File: config.mk
export PLATFORM = sky130hd
export DESIGN_NAME = hdmi_frame_rd_ctrl
export DESIGN_NICKNAME = d
export VERILOG_FILES = /design/src/rtl/hdmi_rd_pkg.sv /design/src/rtl/hdmi_bank_sel.sv /design/src/rtl/hdmi_frame_rd_ctrl.sv
export SDC_FILE = /design/constraint.sdc
export NUM_CORES = 1
export LEC_CHECK = 0
export BUFFER_PORTS_ARGS = -buffer_cell sky130_fd_sc_hd__buf_2
export CAP_MARGIN = 15
export CELL_PAD_IN_SITES_DETAIL_PLACEMENT = 0
export CELL_PAD_IN_SITES_GLOBAL_PLACEMENT = 1
export CORE_ASPECT_RATIO = 1.25
export CORE_MARGIN = 5
export CORE_UTILIZATION = 45
export DETAILED_ROUTE_END_ITERATION = 8
export MAX_ROUTING_LAYER = met4
export PLACE_DENSITY_LB_ADDON = 0.1
export SYNTH_ARGS = -nofsm -noshare
export SYNTH_HDL_FRONTEND = slang
export SYNTH_SLANG_ARGS = --single-unit
File: constraint.sdc
create_clock -name i_hdmi_clk -period 5.7 [get_ports i_hdmi_clk]
set_clock_uncertainty 0.1 [all_clocks]
set_input_delay 0 -clock i_hdmi_clk [delete_from_list [all_inputs] [get_ports i_hdmi_clk]]
set_output_delay 0 -clock i_hdmi_clk [all_outputs]
set_load 0.1 [all_outputs]
File: src/rtl/hdmi_rd_pkg.sv
// Shared FSM encoding and default sizing for the HDMI frame-read scheduler.
package hdmi_rd_pkg;

  typedef enum logic [2:0] {
    ST_IDLE  = 3'd0,
    ST_INIT  = 3'd1,
    ST_WAIT  = 3'd2,
    ST_REQ   = 3'd3,
    ST_BURST = 3'd4
  } rd_state_t;

  localparam int unsigned DEF_BURST_LEN   = 64;
  localparam int unsigned DEF_FIFO_DEPTH  = 1024;
  localparam logic [23:0] DEF_BANK_STRIDE = 24'h10_0000;

endpackage

File: src/rtl/hdmi_bank_sel.sv
// Tracks the last bank completed by the writer; latches the display bank at frame init.
// A writer completion in the same cycle as init is bypassed straight into the selection.
module hdmi_bank_sel (
  input  logic i_clk,
  input  logic i_rst_n,
  input  logic i_wr_frame_done,
  input  logic i_wr_bank,
  input  logic i_init,
  output logic o_bank_next,
  output logic o_rd_bank
);

  logic r_last_bank;
  logic r_bank_valid;
  logic r_rd_bank;
  logic w_bank_next;

  // Until the writer finishes its first frame the display bank simply holds.
  assign w_bank_next = i_wr_frame_done ? i_wr_bank :
                       (r_bank_valid ? r_last_bank : r_rd_bank);

  always_ff @(posedge i_clk) begin
    if (!i_rst_n) begin
      r_last_bank  <= 1'b0;
      r_bank_valid <= 1'b0;
      r_rd_bank    <= 1'b0;
    end else begin
      if (i_wr_frame_done) begin
        r_last_bank  <= i_wr_bank;
        r_bank_valid <= 1'b1;
      end
      if (i_init) r_rd_bank <= w_bank_next;
    end
  end

  assign o_bank_next = w_bank_next;
  assign o_rd_bank   = r_rd_bank;

endmodule

File: src/rtl/hdmi_frame_rd_ctrl.sv
// Frame-read scheduler: one frame per vsync as burst reads; sof->fifo_clr 2 cycles, rd_req held until rd_ack.
// Optional macro RD_UNDERFLOW_CNT_EN adds a saturating read-FIFO underflow counter.
module hdmi_frame_rd_ctrl
  import hdmi_rd_pkg::*;
#(
  parameter int unsigned       ADDR_W      = 24,
  parameter int unsigned       BURST_LEN   = DEF_BURST_LEN,
  parameter int unsigned       FIFO_DEPTH  = DEF_FIFO_DEPTH,
  parameter int unsigned       LVL_W       = 11,
  parameter logic [ADDR_W-1:0] BANK_STRIDE = ADDR_W'(DEF_BANK_STRIDE)
) (
  input  logic              i_hdmi_clk,
  input  logic              i_rst_n,
  input  logic              i_video_vs,
  input  logic [10:0]       i_h_disp,
  input  logic [10:0]       i_v_disp,
  input  logic              i_wr_frame_done,
  input  logic              i_wr_bank,
  input  logic [LVL_W-1:0]  i_fifo_rd_level,
  output logic              o_fifo_clr,
  output logic              o_rd_req,
  output logic [ADDR_W-1:0] o_rd_addr,
  output logic [7:0]        o_rd_len,
  input  logic              i_rd_ack,
  input  logic              i_rd_done,
  output logic              o_rd_bank,
  output logic              o_busy
`ifdef RD_UNDERFLOW_CNT_EN
  ,
  input  logic              i_fifo_rd_en,
  input  logic              i_fifo_empty,
  output logic [15:0]       o_underflow_cnt
`endif
);

  localparam int unsigned LVL_THR = FIFO_DEPTH - BURST_LEN;

  rd_state_t         r_state;
  logic              r_vs_d;
  logic              r_pend_sof;
  logic [21:0]       r_remain;
  logic [ADDR_W-1:0] r_addr;
  logic [ADDR_W-1:0] r_rd_addr;
  logic [7:0]        r_rd_len;
  logic              r_rd_req;
  logic              r_fifo_clr;
  logic              r_busy;

  logic              w_sof;
  logic              w_init;
  logic              w_bank_next;
  logic [21:0]       w_frame_words;
  logic [7:0]        w_chunk;
  logic              w_lvl_ok;
  logic              w_dim_zero;

  assign w_sof         = i_video_vs & ~r_vs_d;
  assign w_init        = (r_state == ST_INIT);
  assign w_frame_words = 22'(i_h_disp) * 22'(i_v_disp);
  assign w_dim_zero    = (i_h_disp == 11'd0) || (i_v_disp == 11'd0);
  assign w_chunk       = (r_remain >= 22'(BURST_LEN)) ? 8'(BURST_LEN) : r_remain[7:0];
  // Only request when a whole maximum burst is guaranteed to fit.
  assign w_lvl_ok      = (32'(i_fifo_rd_level) <= LVL_THR);

  hdmi_bank_sel u_bank_sel (
    .i_clk           (i_hdmi_clk),
    .i_rst_n         (i_rst_n),
    .i_wr_frame_done (i_wr_frame_done),
    .i_wr_bank       (i_wr_bank),
    .i_init          (w_init),
    .o_bank_next     (w_bank_next),
    .o_rd_bank       (o_rd_bank)
  );

  always_ff @(posedge i_hdmi_clk) begin
    if (!i_rst_n) begin
      r_state    <= ST_IDLE;
      r_vs_d     <= 1'b0;
      r_pend_sof <= 1'b0;
      r_remain   <= '0;
      r_addr     <= '0;
      r_rd_addr  <= '0;
      r_rd_len   <= '0;
      r_rd_req   <= 1'b0;
      r_fifo_clr <= 1'b0;
      r_busy     <= 1'b0;
    end else begin
      r_vs_d     <= i_video_vs;
      r_fifo_clr <= 1'b0;
      if (w_sof) r_pend_sof <= 1'b1;
      case (r_state)
        ST_IDLE: begin
          if (r_pend_sof) begin
            r_state    <= ST_INIT;
            r_fifo_clr <= 1'b1;
            r_busy     <= 1'b1;
            r_pend_sof <= w_sof;
          end
        end
        ST_INIT: begin
          r_remain <= w_frame_words;
          r_addr   <= w_bank_next ? BANK_STRIDE : '0;
          if (w_dim_zero) begin
            r_state <= ST_IDLE;
            r_busy  <= 1'b0;
          end else begin
            r_state <= ST_WAIT;
          end
        end
        ST_WAIT: begin
          // A pending frame start pre-empts the rest of the current frame.
          if (r_pend_sof) begin
            r_state    <= ST_INIT;
            r_fifo_clr <= 1'b1;
            r_pend_sof <= w_sof;
          end else if (r_remain == 22'd0) begin
            r_state <= ST_IDLE;
            r_busy  <= 1'b0;
          end else if (w_lvl_ok) begin
            r_state   <= ST_REQ;
            r_rd_req  <= 1'b1;
            r_rd_len  <= w_chunk;
            r_rd_addr <= r_addr;
          end
        end
        ST_REQ: begin
          if (i_rd_ack) begin
            r_rd_req <= 1'b0;
            if (i_rd_done) begin
              r_addr   <= r_addr + ADDR_W'(r_rd_len);
              r_remain <= r_remain - 22'(r_rd_len);
              r_state  <= ST_WAIT;
            end else begin
              r_state <= ST_BURST;
            end
          end
        end
        ST_BURST: begin
          if (i_rd_done) begin
            r_addr   <= r_addr + ADDR_W'(r_rd_len);
            r_remain <= r_remain - 22'(r_rd_len);
            r_state  <= ST_WAIT;
          end
        end
        default: begin
          r_state <= ST_IDLE;
          r_busy  <= 1'b0;
        end
      endcase
    end
  end

  assign o_fifo_clr = r_fifo_clr;
  assign o_rd_req   = r_rd_req;
  assign o_rd_addr  = r_rd_addr;
  assign o_rd_len   = r_rd_len;
  assign o_busy     = r_busy;

`ifdef RD_UNDERFLOW_CNT_EN
  logic [15:0] r_underflow_cnt;

  always_ff @(posedge i_hdmi_clk) begin
    if (!i_rst_n) begin
      r_underflow_cnt <= '0;
    end else if (i_fifo_rd_en && i_fifo_empty && (r_underflow_cnt != 16'hFFFF)) begin
      r_underflow_cnt <= r_underflow_cnt + 16'd1;
    end
  end

  assign o_underflow_cnt = r_underflow_cnt;
`endif

endmodule

==> impl_metrics.py, run 1 <==
metrics = {
    "final_layout": {
        "utilization": 0.504,
        "final_layout_size_suffix_gt1_frac": 0.0995,
        "n_antenna_cell": 0,
        "layout.cells.non_filler": 1411,
        "p_r_area_growth_vs_syn_pct": 10.9,
        "fin_nets": 1339,
        "fill_cells": 1996,
    },
    "synth": {
        "synth.yosys.warnings": 0,
        "postSynth.topFlopCell": "sky130_fd_sc_hd__dfxtp_1",
        "synth_seq_cells": 89,
        "synth.yosys.seq_area_share": 0.202,
        "asyncSetResetFlopFracSynth": 0,
        "post_synth_num_cell_types": 70,
        "synth_nets": 1288,
        "synth-edff-count": 0,
        "synth_area_sq_um": 8820,
        "postSynthAreaPerCell_sq_um": 8.09,
        "netlist_instances": 1090,
    },
    "setup_path": {
        "setup.reg_to_reg.worst_slack_ns": 2.70,
        "cp_data_arrival_time_ns": 4.99,
        "crit_path_start_kind": "input port",
        "worst-setup-path-type": "in -> reg",
        "slowest_delay_ns": 0.56,
        "timing.critical_path.max_delay_family": "adder cells",
        "worst-endpoint-required_ns": 5.88,
        "crit_slowest_cell": "sky130_fd_sc_hd__fa_1",
        "setup.worst_path.end_class": "flip-flop",
        "cell_occurring_most_often_along_the_worst_timing_path": "sky130_fd_sc_hd__fa_1",
        "worstPathCellList": "buf_2 -> nand2_1 -> fa_1 -> fa_1 -> inv_1 -> fa_1 -> fa_1 -> inv_1 -> fa_1 -> inv_1 -> ha_1 -> nand4_1 -> a311oi_1 -> buf_4 -> o211ai_1 -> a2111oi_0 -> or3b_1",
        "worstPathBufferInverterCount": 5,
        "timing.critical_path.fanout_max": 12,
    },
    "status": {
        "status": "complete, no violations",
    },
    "sta": {
        "rsz_0062_raised_after_global_routing": "false",
        "setup_tns_ns": 0,
        "final-max-slew-violation-count": 0,
        "post-route-min-period_ns": 4.81,
        "worst_slew_pin_slew_ns": 1.04,
        "fmaxAchievable_mhz": 208,
        "layout_worst_path_cycle_share": 0.844,
        "finalSetupViolCount": 0,
        "timing.final.ws_setup_ns": 0.890,
        "timing_hold_violations_final": 0,
        "slew_headroom": 0.302,
    },
    "cts": {
        "tritoncts_clock_tree": "yes",
        "cts_root_buffer": "sky130_fd_sc_hd__clkbuf_16",
        "cts.path.max_buffers": 2,
        "cts_resized": 0,
        "clock_insertion_delay_worst_skew_ns": 0.34,
        "cts_buffers": 9,
        "cts.repair_timing.setup_buffer_count": 0,
        "ctsHtreeMaxLevel": 3,
        "cts_num_sinks": 89,
        "cts_hold_repair.buffers": 9,
        "clk_transition_reported_paths_ns": 0.06,
    },
    "power_and_ir_drop": {
        "max-vdd-ir-drop_mv": 0.164,
        "total_power_uw": 3430,
        "total_leakage_power_uw": 0.00436,
        "power_density_nw_per_um2": 351,
    },
    "routing": {
        "totalWireLength_um": 22900,
        "drtPass1Iterations": 5,
        "drt_iter0_markers": 336,
        "post-route-drc-count": 0,
        "detailroute.wirelength.met2_um": 12400,
        "drt-vias-per-instance": 5.35,
        "met3_length_um": 620,
        "met1_wire_length_um": 9640,
        "routed-via-count": 7552,
        "wl_per_cell_um": 16.2,
        "route.antenna.remaining_nets": 0,
        "topRoutingLayerUsed": "met4",
    },
    "die": {
        "die-height_um": 166,
        "initial_standard_cell_utilization_of_the_core": 0.454,
        "num_rows": 57,
        "die_width_um": 135,
        "fp.dieArea_sq_um": 22500,
        "placeableCoreArea_sq_um": 19400,
        "boundaryPins": 76,
    },
    "placed_design": {
        "dpl_worst_slack_ns": 0.494,
        "dp.final_hpwl_um": 17900,
        "gpl.final_weighted_congestion": 0.861,
        "buffer_ports.inserted": 75,
        "cell_count_after_placement": 1385,
    },
    "grt": {
        "pin_count_of_the_biggest_net_entering_global_routing": 77,
        "first_pass_grt_wire_length_um": 39200,
        "first_global_vias": 7775,
        "globalRouteOverflowTotal": 0,
        "grt_usage": 0.217,
        "antenna_found_initial": 0,
    },
    "min_path": {
        "worst_hold_path_type": "in -> reg",
    },
    "run": {
        "maxCapViolations": 0,
    },
}
## layout by cell type (no fill, tap or decap), types with 16 or more instances in the layout
master                    Yosys  routed
sky130_fd_sc_hd__nor3_1      21      21
sky130_fd_sc_hd__nor2_1      61      61
sky130_fd_sc_hd__xnor2_1     16      16
sky130_fd_sc_hd__dfxtp_1     89      89
sky130_fd_sc_hd__inv_1      123     123
sky130_fd_sc_hd__ha_1        76      76
sky130_fd_sc_hd__buf_2       11      75
sky130_fd_sc_hd__and2_1      72      72
sky130_fd_sc_hd__a21oi_1     62      62
sky130_fd_sc_hd__fa_1        82      82
sky130_fd_sc_hd__nand2_1    132     132
sky130_fd_sc_hd__nand3_1     56      56
sky130_fd_sc_hd__o21ai_0     56      56
## layer usage
metal | track usage | vias up
met4 | 0.0416 | 0
met2 | 0.395 | 115
met1 | 0.262 | 3610
met5 | - | -
met3 | 0.0178 | 18
li1 | - | 3809
## sequential cells by signal (all words and copies together), names as in the netlist, 3 cells and up
name and cells:
o_rd_addr 24, o_rd_len 8, r_addr 24, r_remain 22, r_state 3
## path summary, 6_finish.rpt
kind	startpoint	end	depth (start not counted)
hold reg to reg	o_rd_req$_SDFFE_PN0P_	o_rd_req$_SDFFE_PN0P_	2
setup / recovery	i_h_disp[0]	r_remain[15]$_SDFFE_PN0P_	17
hold / removal	i_h_disp[0]	r_remain[0]$_SDFFE_PN0P_	3
setup reg to reg	o_rd_len[4]$_SDFFE_PN0P_	r_remain[21]$_SDFFE_PN0P_	8
## Yosys cell counts (3+ instances only)
master	number	area share
sky130_fd_sc_hd__nor2b_1	3	0.0021
sky130_fd_sc_hd__a31oi_1	13	0.0092
sky130_fd_sc_hd__o21ai_0	56	0.032
sky130_fd_sc_hd__xor2_1	12	0.012
sky130_fd_sc_hd__xnor2_1	16	0.016
sky130_fd_sc_hd__o21a_1	8	0.0068
sky130_fd_sc_hd__o41ai_1	3	0.0030
sky130_fd_sc_hd__nand4_1	15	0.011
sky130_fd_sc_hd__nand2_1	132	0.056
sky130_fd_sc_hd__o21ai_1	5	0.0028
sky130_fd_sc_hd__nand3_1	56	0.032
sky130_fd_sc_hd__mux2i_1	4	0.0045
sky130_fd_sc_hd__a21oi_1	62	0.035
sky130_fd_sc_hd__nor3b_1	3	0.0026
sky130_fd_sc_hd__a21o_1	4	0.0034
sky130_fd_sc_hd__ha_1	76	0.11
sky130_fd_sc_hd__or4_1	4	0.0034
sky130_fd_sc_hd__inv_1	123	0.052
sky130_fd_sc_hd__fa_1	82	0.19
sky130_fd_sc_hd__o22ai_1	6	0.0043
sky130_fd_sc_hd__nor4_1	7	0.0050
sky130_fd_sc_hd__and2_1	72	0.051
sky130_fd_sc_hd__and3_1	9	0.0064
sky130_fd_sc_hd__nand2b_1	7	0.0050
sky130_fd_sc_hd__o31ai_1	3	0.0026
sky130_fd_sc_hd__buf_2	11	0.0062
sky130_fd_sc_hd__o2111ai_1	4	0.0040
sky130_fd_sc_hd__clkbuf_1	37	0.016
sky130_fd_sc_hd__nor2_1	61	0.026
sky130_fd_sc_hd__o211ai_1	7	0.0060
sky130_fd_sc_hd__o21bai_1	4	0.0034
sky130_fd_sc_hd__a211oi_1	15	0.013
sky130_fd_sc_hd__dfxtp_1	89	0.20
sky130_fd_sc_hd__or2_2	4	0.0028
sky130_fd_sc_hd__or3_1	9	0.0064
sky130_fd_sc_hd__nor3_1	21	0.012
sky130_fd_sc_hd__buf_4	3	0.0026
## power by group
group | internal [uW] | total [uW] | switching (uW)
logic | 850 | 2150 | 1300
registers | 650 | 680 | 29.2
clock network | 353 | 603 | 250
## worst min-delay path: cells and delay by family
family	cells	cell delay [ns]
buffers and inverters	1	0.19
AOI/OAI and AO/OA	1	0.07
and+or+nand+nor	1	0.15
## stage by stage
step | hold slack (ns) | area, sq um
6_report | 0.0367 | 9770
2_1_floorplan | -0.0215 | 8820
3_3_place_gp | 0.126 | 9360
4_1_cts | 0.0367 | 9750
3_5_place_dp | 0.128 | 9360
5_1_grt | 0.0685 | 9770
## final cells by class
cell class              count  area, sq um  area share
clock inverters             6         65.1     0.00666
multi-input cells         824         6340       0.649
inverters                 123          462      0.0472
repair buffers             94          553      0.0566
well taps                 265          332      0.0339
clock buffers              10          239      0.0244
flip-flops and latches     89         1780       0.182
## cells by family (layout without fill, tap and decap cells)
| kind of cell | Yosys count | in the layout | synth area share |
|---|---|---|---|
| simple gates | 417 | 417 | 0.237 |
| mux | 4 | 4 | 0.00454 |
| fa+ha+maj | 158 | 158 | 0.294 |
| flops | 89 | 89 | 0.202 |
| xor+xnor | 28 | 28 | 0.0278 |
| buf+inv | 177 | 233 | 0.0785 |
| compound gates | 217 | 217 | 0.156 |
No activity file was read; power rests on OpenSTA's default activity.
==> run 2, diff against run 1 <==
clock period = 5 ns   (was 5.7 ns; I/O delays follow)
==> run 2 against run 1 <==
  * Largest cell class unchanged
  * Critical path depth grew 1
  * Register-to-register slack lost 0.69 ns
  * Count of clock-buffer cells in the layout is the same
  * Clock power grew 7.0%
  * Wire length grew 2.5%
  * Sequential power grew 14%
  * Combinational power grew 19%
  * Final cell count grew 1.3%
  * Worst setup slack lost 0.46 ns
  * Non-clock buffer count grew 18
  * Global-route usage grew 0.42 points
==> impl_metrics.py, run 2 (same netlist as run 1, synthesis figures left out) <==
metrics = {
    "status": {
        "status": "complete, no violations",
    },
    "setup_path": {
        "r2r_start": "r_remain[0]$_SDFFE_PN0P_",
        "worstPathBufferInverterCount": 6,
        "crit_slowest_cell": "sky130_fd_sc_hd__fa_1",
        "setup.worst_path.end_class": "flip-flop",
        "slowest_delay_ns": 0.56,
        "timing.critical_path.fanout_max": 12,
        "crit_path_start_kind": "input port",
        "critical_path.reg2reg.endpoint": "r_remain[20]$_SDFFE_PN0P_",
        "reg2reg_depth": 9,
        "worst-setup-path-type": "in -> reg",
        "worst-endpoint-required_ns": 5.18,
        "cp_data_arrival_time_ns": 4.76,
        "cell_occurring_most_often_along_the_worst_timing_path": "sky130_fd_sc_hd__fa_1",
        "timing.critical_path.max_delay_family": "adder cells",
        "setup.reg_to_reg.worst_slack_ns": 2.01,
        "worstPathCellList": "buf_2 -> nand2_1 -> fa_1 -> fa_1 -> inv_1 -> fa_1 -> fa_1 -> inv_1 -> fa_1 -> inv_1 -> ha_1 -> buf_4 -> nand4_1 -> a311oi_1 -> buf_4 -> o211ai_1 -> a2111oi_0 -> or3b_1",
    },
    "placed_design": {
        "cell_count_after_placement": 1403,
        "gpl.final_weighted_congestion": 0.847,
        "dp.final_hpwl_um": 18400,
        "detailed_place.area_sq_um": 9500,
        "buffer_ports.inserted": 75,
    },
    "power_and_ir_drop": {
        "total_power_uw": 3990,
        "max-vdd-ir-drop_mv": 0.215,
        "power_density_nw_per_um2": 403,
        "total_leakage_power_uw": 0.00443,
    },
    "die": {
        "num_rows": 57,
        "placeableCoreArea_sq_um": 19400,
        "die_width_um": 135,
        "die-height_um": 166,
        "fp.dieArea_sq_um": 22500,
        "initial_standard_cell_utilization_of_the_core": 0.454,
        "boundaryPins": 76,
    },
    "final_layout": {
        "final_cell_area_sq_um": 9890,
        "fin_nets": 1357,
        "mostFrequentLayoutCells": "132 x sky130_fd_sc_hd__nand2_1, 123 x sky130_fd_sc_hd__inv_1, 89 x sky130_fd_sc_hd__dfxtp_1",
        "layout_commonest_cell": "sky130_fd_sc_hd__nand2_1",
        "p_r_area_growth_vs_syn_pct": 12.1,
        "n_antenna_cell": 0,
        "layout.cells.non_filler": 1429,
        "final_layout_size_suffix_gt1_frac": 0.113,
    },
    "sta": {
        "post-route-min-period_ns": 4.57,
        "fin_hold_ws_ns": 0.0988,
        "layout_worst_path_cycle_share": 0.915,
        "slew_headroom": 0.299,
        "rsz_0062_raised_after_global_routing": "false",
        "fmaxAchievable_mhz": 219,
        "finalSetupViolCount": 0,
        "final-max-slew-violation-count": 0,
        "setup_tns_ns": 0,
        "worst_slew_pin_slew_ns": 1.04,
        "timing_hold_violations_final": 0,
    },
    "cts": {
        "tritoncts_clock_tree": "yes",
        "clk_transition_reported_paths_ns": 0.07,
        "cts_buffers": 9,
        "cts_num_sinks": 89,
        "ctsHtreeMaxLevel": 3,
        "cts_root_buffer": "sky130_fd_sc_hd__clkbuf_16",
        "cts.repair_timing.setup_buffer_count": 0,
        "cts_resized": 0,
        "clock_insertion_delay_worst_skew_ns": 0.34,
        "cts.path.max_buffers": 2,
    },
    "grt": {
        "antenna_found_initial": 0,
        "globalRouteOverflowTotal": 0,
        "first_pass_grt_wire_length_um": 39600,
        "grt_usage": 0.221,
        "first_global_vias": 8064,
        "pin_count_of_the_biggest_net_entering_global_routing": 65,
    },
    "routing": {
        "totalWireLength_um": 23500,
        "post-route-drc-count": 0,
        "drt_iter0_markers": 364,
        "route.antenna.remaining_nets": 0,
        "drt-vias-per-instance": 5.40,
        "drtPass1Iterations": 5,
        "routed-via-count": 7716,
        "wl_per_cell_um": 16.4,
    },
    "min_path": {
        "worst_hold_path_type": "in -> reg",
        "hold_path_depth": 4,
        "hp-start": "i_rst_n",
        "hold-path-endpoint": "r_remain[3]$_SDFFE_PN0P_",
    },
    "run": {
        "maxCapViolations": 0,
    },
}
## run 2: metrics by stage
| step | setup slack, ns | utilization |
|---|---|---|
| 2_1_floorplan | 0.226 | - |
| 3_3_place_gp | 0.119 | 0.489 |
| 3_5_place_dp | 0.0859 | 0.489 |
| 4_1_cts | 0.420 | 0.509 |
| 5_1_grt | 0.113 | 0.510 |
| 6_report | 0.426 | 0.510 |
## run 2: power breakdown
part	switching, uW	leakage, uW	internal [uW]
Clock	294	0.000135	352
Sequential	34.4	0.000720	741
Combinational	1500	0.00357	1070
Total	1820	0.00443	2160
## run 2: area by class of cell
class	count	area, sq um
Fill cell	2003	9510
Multi-Input combinational cell	824	6340
Sequential cell	89	1780
Timing Repair Buffer	112	688
Inverter	123	462
Tap cell	265	332
Clock buffer	10	239
Clock inverter	6	42.5
## run 2: worst min-delay path, cell delays in order
cell                      delay (ns)
sky130_fd_sc_hd__buf_2          0.11
sky130_fd_sc_hd__buf_4          0.22
sky130_fd_sc_hd__o21ai_0        0.11
sky130_fd_sc_hd__a21oi_1        0.04
## run 2: worst max path at each step
stage / from / end / slack [ns] / depth (start not counted)
6_report: i_v_disp[9] / r_remain[15]$_SDFFE_PN0P_ / 0.43 / 18
5_1_grt: i_v_disp[4] / r_remain[19]$_SDFFE_PN0P_ / 0.11 / 17
4_1_cts: i_v_disp[9] / r_remain[15]$_SDFFE_PN0P_ / 0.42 / 18
3_5_place_dp: i_h_disp[5] / r_remain[15]$_SDFFE_PN0P_ / 0.09 / 17
3_3_place_gp: i_v_disp[4] / r_remain[19]$_SDFFE_PN0P_ / 0.12 / 17
2_1_floorplan: i_h_disp[0] / r_remain[15]$_SDFFE_PN0P_ / 0.23 / 16
## run 2: routing by layer
layer	global-route usage	vias to the layer above	routed length, um
met5	-	-	0
met4	0.0640	0	436
met3	0.0229	25	707
met2	0.403	146	12500
met1	0.255	3698	9850
li1	-	3847	-
## run 2: repair_timing
action                                  4_1_cts  5_1_grt
hold endpoints to repair                     10        0
endpoints found under the setup margin        0        0
hold buffers                                  9        0
